## config.mk

```make
export PLATFORM = sky130hd
export DESIGN_NAME = reg_file_sb
export DESIGN_NICKNAME = d
export VERILOG_FILES = /design/src/rtl/reg_file_sb.sv
export SDC_FILE = /design/constraint.sdc
export NUM_CORES = 2
export LEC_CHECK = 0
export CORE_ASPECT_RATIO = 0.75
export CORE_MARGIN = 4
export CORE_UTILIZATION = 45
export CTS_CLUSTER_DIAMETER = 80
export DETAILED_ROUTE_END_ITERATION = 16
export PLACE_DENSITY_LB_ADDON = 0.08
export SLEW_MARGIN = 20
export SYNTH_ARGS = -nofsm -noshare
export SYNTH_HDL_FRONTEND = slang
export SYNTH_SLANG_ARGS = --single-unit
```

## constraint.sdc

```tcl
create_clock -name clk -period 69.4 [get_ports clk]
set_clock_uncertainty 0.1 [all_clocks]
set_input_delay 13.88 -clock clk [delete_from_list [all_inputs] [get_ports clk]]
set_output_delay 13.88 -clock clk [all_outputs]
set_load 0.02 [all_outputs]
```

## src/rtl/reg_file_sb.sv

```systemverilog
// 2-read/1-write register file with per-entry busy scoreboard, same-cycle writeback bypass, and registered busy count.
// Reads are combinational with no wait state; there is no backpressure apart from iss_stall holding a dependent issue.
// Define REG_ZERO_EN to hardwire entry 0 to zero and keep it permanently not busy.
module reg_file_sb #(
  parameter int DATA_W = 32,
  parameter int ADDR_W = 5
) (
  input  logic              clk,
  input  logic              SYS_reset,
  input  logic [ADDR_W-1:0] rd_addr1,
  input  logic [ADDR_W-1:0] rd_addr2,
  output logic [DATA_W-1:0] rd_data1,
  output logic [DATA_W-1:0] rd_data2,
  output logic              rd_busy1,
  output logic              rd_busy2,
  input  logic              wr_en,
  input  logic [ADDR_W-1:0] wr_addr,
  input  logic [DATA_W-1:0] wr_data,
  input  logic              iss_en,
  input  logic [ADDR_W-1:0] iss_addr,
  output logic              iss_stall,
  input  logic              flush,
  output logic [ADDR_W:0]   busy_count,
  input  logic [ADDR_W-1:0] test_addr,
  output logic [DATA_W-1:0] test_data
);

  localparam int DEPTH = 2**ADDR_W;
  localparam int CNT_W = ADDR_W + 1;
`ifdef REG_ZERO_EN
  localparam bit ZERO_EN = 1'b1;
`else
  localparam bit ZERO_EN = 1'b0;
`endif

  logic [DATA_W-1:0] mem [DEPTH];
  logic [DEPTH-1:0]  busy;
  logic [DEPTH-1:0]  busy_nxt;
  logic [CNT_W-1:0]  cnt_nxt;
  logic              wr_ok;
  logic              iss_ok;
  logic              hit1;
  logic              hit2;
  logic              hit_iss;

  // A write to a hardwired-zero entry is dropped everywhere, including the bypass.
  assign wr_ok   = wr_en & ~(ZERO_EN & (wr_addr == '0));
  assign hit1    = wr_en & (wr_addr == rd_addr1);
  assign hit2    = wr_en & (wr_addr == rd_addr2);
  assign hit_iss = wr_en & (wr_addr == iss_addr);

  assign rd_data1  = SYS_reset ? '0 : ((wr_ok & hit1) ? wr_data : mem[rd_addr1]);
  assign rd_data2  = SYS_reset ? '0 : ((wr_ok & hit2) ? wr_data : mem[rd_addr2]);
  assign test_data = SYS_reset ? '0 : mem[test_addr];
  assign rd_busy1  = ~SYS_reset & busy[rd_addr1] & ~hit1;
  assign rd_busy2  = ~SYS_reset & busy[rd_addr2] & ~hit2;
  assign iss_stall = ~SYS_reset & busy[iss_addr] & ~hit_iss;

  assign iss_ok = iss_en & ~iss_stall & ~flush & ~(ZERO_EN & (iss_addr == '0));

  // Retire first, then issue, so a same-cycle reissue of the retiring entry leaves it busy.
  always_comb begin
    busy_nxt = busy;
    if (wr_ok) busy_nxt[wr_addr] = 1'b0;
    if (flush) busy_nxt = '0;
    else if (iss_ok) busy_nxt[iss_addr] = 1'b1;
  end

  always_comb begin
    cnt_nxt = '0;
    for (int i = 0; i < DEPTH; i++) cnt_nxt = cnt_nxt + CNT_W'(busy_nxt[i]);
  end

  always_ff @(posedge clk or posedge SYS_reset) begin
    if (SYS_reset) begin
      busy       <= '0;
      busy_count <= '0;
    end else begin
      busy       <= busy_nxt;
      busy_count <= cnt_nxt;
    end
  end

  always_ff @(posedge clk or posedge SYS_reset) begin
    if (SYS_reset) begin
      for (int i = 0; i < DEPTH; i++) mem[i] <= '0;
    end else if (wr_ok) begin
      mem[wr_addr] <= wr_data;
    end
  end

endmodule

```

==> results.txt <==
The final critical path time including I/O delays and setup came out at approximately 32 ns. The total of warnings raised by yosys came out at 0. STA classifies the critical path endpoint as an output pin. The number of routed nets with antenna violations came out at 0. The clock passes through at most 3 buffers. The count of flip-flops with a built-in enable after synthesis came out at 0. Synthesis produced a netlist with a net count of ~4.5k.

The number of slew-limit violations in the final report was 0. After clock tree synthesis, the flow added hold-fix buffers numbering 0. After detailed routing, the number of remaining DRC violations is 0. The total standard cell area after synthesis is 66000 µm². The flow ran to the end, and the final reports show no timing, DRC or antenna violations. Dividing the detail-routed wire length by the instance count gives ~38 µm. TritonCTS created 116 clock buffers. Post-CTS timing repair inserted 0 buffers for setup. The worst hold-check path type is reg -> reg. The critical path ends at rd_data1[1].

Buffers placed on the I/O ports in this run total approximately 170. The die area came out at 153000 µm². Entering global routing, the biggest net connects 163 pins. Setup repair after global routing left no endpoint under its margin. The share of post-route cells with drive strength above 1 is 0.501. Compared with the post-synthesis result, the final layout area differs by 11.2%.

The average cell area after synthesis is 14.9 µm². The leakage power is 30.4 nW. The most used flip-flop cell after synthesis is sky130_fd_sc_hd__dfrtp_1. The iteration-0 DRC count of the detailed router is approximately 5k. STA classifies the critical path startpoint as a primary input.

Clock latency on the worst-skew pair, taken at its later pin, is 0.76 ns. Of all nets on the critical path, the largest fanout is a little under 80. The initialized floorplan defines 121 standard-cell rows. The clock-pin slew on the worst setup and hold paths is 0.06 ns. The required time of the critical path is approximately 55 ns.

Summed over all nets, the half-perimeter wirelength after detailed placement is between 100000 and 150000 µm. The number of buffer and inverter instances along the worst setup path is 5. The global-route congestion overflow total is 0. The category of the most critical setup path is in -> out. The library cell used most frequently in the layout, excluding fill and tap cells, is sky130_fd_sc_hd__dfrtp_1. In this run, synthesis produced a sequential element count of 1062. The sum of routed wire length over all layers is 242000 µm.

The total power draw is roughly 2.0 mW. The core outline area came out at 145000 µm². The y dimension of the die is ~340 µm. The share of the Yosys chip area taken by registers is 0.402. The critical path startpoint is rd_addr1[1]. The via total after detailed routing came out at 44.6k. The peak ir drop on the vdd network is 24.4 µV. The effective utilization at floorplan came out at 0.454.

The path depth of the worst reg2reg path is 19. The transition at the pin with the smallest max-transition slack is 1.20 ns. The total count of hold-check failures in the final report came out at 0. The total routing usage reported by global routing came out at 0.315. The CTS tree is done. The via count of the first global-routing pass is 45.5k. The delay of the slowest critical-path stage is roughly 0.7 ns. The final total negative setup slack is 0 ns. In this run the critical register-to-register path is launched from busy[31]. The number of iterations in the first detailed-routing pass came out at 5. The tool flagged a number of max-cap violations equal to 0.

In the synthesized netlist, the number of instances is 4421. At the end of routability-driven placement, the weighted congestion stood at 0.830. In the final design database the tool counted 4429 nets. The worst setup timing slack at the placement stage is roughly 37 ns. The worst register-to-register path ends at busy_count[4]. For this run, asynchronously set or reset flops after synthesis account for 1.00. The final-report setup violation count is 0.

The maximum achievable frequency came out at 30.9 MHz. The worst path setup slack after routing came out at 37.03 ns. The number of different library cells in the post-synthesis netlist came out at 50. Walking the worst path, the cells encountered are buf_8 > buf_4 > buf_12 > buf_4 > mux4_2 > nor2b_1 > a211oi_1 > a211oi_1 > a211o_1 > clkdlybuf4s50_1. The total power density per cell area is between 20 and 30 nW/µm². Data on the critical path arrives at its endpoint at 18.39 ns. The x dimension of the die came out at 450 µm. The cell at the slowest stage of the critical path is sky130_fd_sc_hd__buf_4. The total clock sinks is 1062. In the layout the commonest cells are 1062 x sky130_fd_sc_hd__dfrtp_1, 1024 x sky130_fd_sc_hd__mux2_2, 790 x sky130_fd_sc_hd__mux4_2, 215 x sky130_fd_sc_hd__mux2i_1, 170 x sky130_fd_sc_hd__a22oi_1. The setup slack of the worst register-to-register path is ~63 ns. The post-cts resize count is 0. The number of levels the H-tree was split into is 3.

The first-pass GRT wire length came out at 347000 µm. The initial antenna violation count is 6. Broken down by cell family, the worst path's largest delay share belongs to buffers and inverters.

The root buffer cell is sky130_fd_sc_hd__clkbuf_16. The number of placed I/O pins is 167. The critical path depth in cells came out at 10. The final cycle utilization of the critical path is 0.466. The per-cell via count in the routed design came out at ~7.0. Measured against its own limit, the worst slew margin works out to 0.201.
layout make-up:
class	instances	area, µm²
Antenna cell	3	7.51
Clock buffer	175	3550
Clock inverter	38	493
Fill cell	12300	72100
Inverter	51	199
Multi-Input combinational cell	2806	37400
Sequential cell	1062	26600
Tap cell	1968	2460
Timing Repair Buffer	299	2760
synth_stat cells (7+ instances only):
master / number / share of area
sky130_fd_sc_hd__dfrtp_1: 1062 / 0.40
sky130_fd_sc_hd__mux2_2: 1024 / 0.17
sky130_fd_sc_hd__mux4_2: 790 / 0.27
sky130_fd_sc_hd__clkbuf_1: 226 / 0.013
sky130_fd_sc_hd__mux2i_1: 215 / 0.033
sky130_fd_sc_hd__buf_2: 191 / 0.014
sky130_fd_sc_hd__a22oi_1: 170 / 0.019
sky130_fd_sc_hd__nor2_1: 75 / 0.0043
sky130_fd_sc_hd__nand2_1: 69 / 0.0039
sky130_fd_sc_hd__a21oi_1: 67 / 0.0051
sky130_fd_sc_hd__buf_1: 60 / 0.0034
sky130_fd_sc_hd__inv_1: 50 / 0.0028
sky130_fd_sc_hd__o211ai_1: 46 / 0.0052
sky130_fd_sc_hd__a221oi_1: 41 / 0.0054
sky130_fd_sc_hd__a211o_1: 39 / 0.0052
sky130_fd_sc_hd__fa_1: 24 / 0.0073
sky130_fd_sc_hd__nand3b_1: 23 / 0.0026
sky130_fd_sc_hd__nor2b_1: 23 / 0.0022
sky130_fd_sc_hd__a21o_1: 22 / 0.0025
sky130_fd_sc_hd__a211oi_1: 18 / 0.0020
sky130_fd_sc_hd__buf_4: 17 / 0.0019
sky130_fd_sc_hd__xnor2_1: 17 / 0.0023
sky130_fd_sc_hd__o32ai_1: 16 / 0.0021
sky130_fd_sc_hd__nand3_1: 15 / 0.0011
sky130_fd_sc_hd__o21a_1: 15 / 0.0017
sky130_fd_sc_hd__o22ai_1: 15 / 0.0014
sky130_fd_sc_hd__o21ai_0: 13 / 0.00099
sky130_fd_sc_hd__o32a_1: 9 / 0.0014
sky130_fd_sc_hd__buf_6: 7 / 0.0012
sky130_fd_sc_hd__ha_1: 7 / 0.0013
kinds of logic after synthesis:
kind of cell	share of synthesized area
mux	0.477
flops	0.402
buf+inv	0.0370
compound gates	0.0545
simple gates	0.0177
fa+ha+maj	0.00860
xor+xnor	0.00239
worst min-delay path by stage:
stage                          end  slack (ns)      from  cells past startpoint
after floorplan           mem[556]        0.41  mem[556]                      1
after global placement    mem[956]        0.42  mem[956]                      1
after detailed placement  mem[951]        0.43  mem[951]                      1
after CTS                 mem[951]        0.44  mem[951]                      1
after global routing      mem[704]        0.46  mem[704]                      1
final                     mem[951]        0.44  mem[951]                      1
stage by stage:
stage | instance area, µm² | hold slack, ns | std cells | util
after floorplan | 66000 | 0.407 | 4421 | -
after global placement | 69400 | 0.421 | 6186 | 0.477
after detailed placement | 69400 | 0.429 | 6186 | 0.477
after CTS | 73400 | 0.442 | 6399 | 0.505
after global routing | 73400 | 0.462 | 6401 | 0.505
final | 73400 | 0.437 | 6402 | 0.505
state kept, by name, summed over array words and instances (netlist names):
register and count:
busy 32, busy_count 6, mem 1024
report_power, final:
part | switching, mW | internal (mW)
clock network | 0.272 | 0.391
logic | 0.196 | 0.296
registers | 0.116 | 0.737
layer usage:
metal / wire length [µm] / vias up / track usage
met5: 11 / - / 0
met4: 10600 / 2 / 0.123
met3: 20700 / 516 / 0.0744
met2: 112000 / 2217 / 0.489
met1: 98900 / 24400 / 0.431
li1: - / 17600 / -
Power figures use the tool's default switching activity.
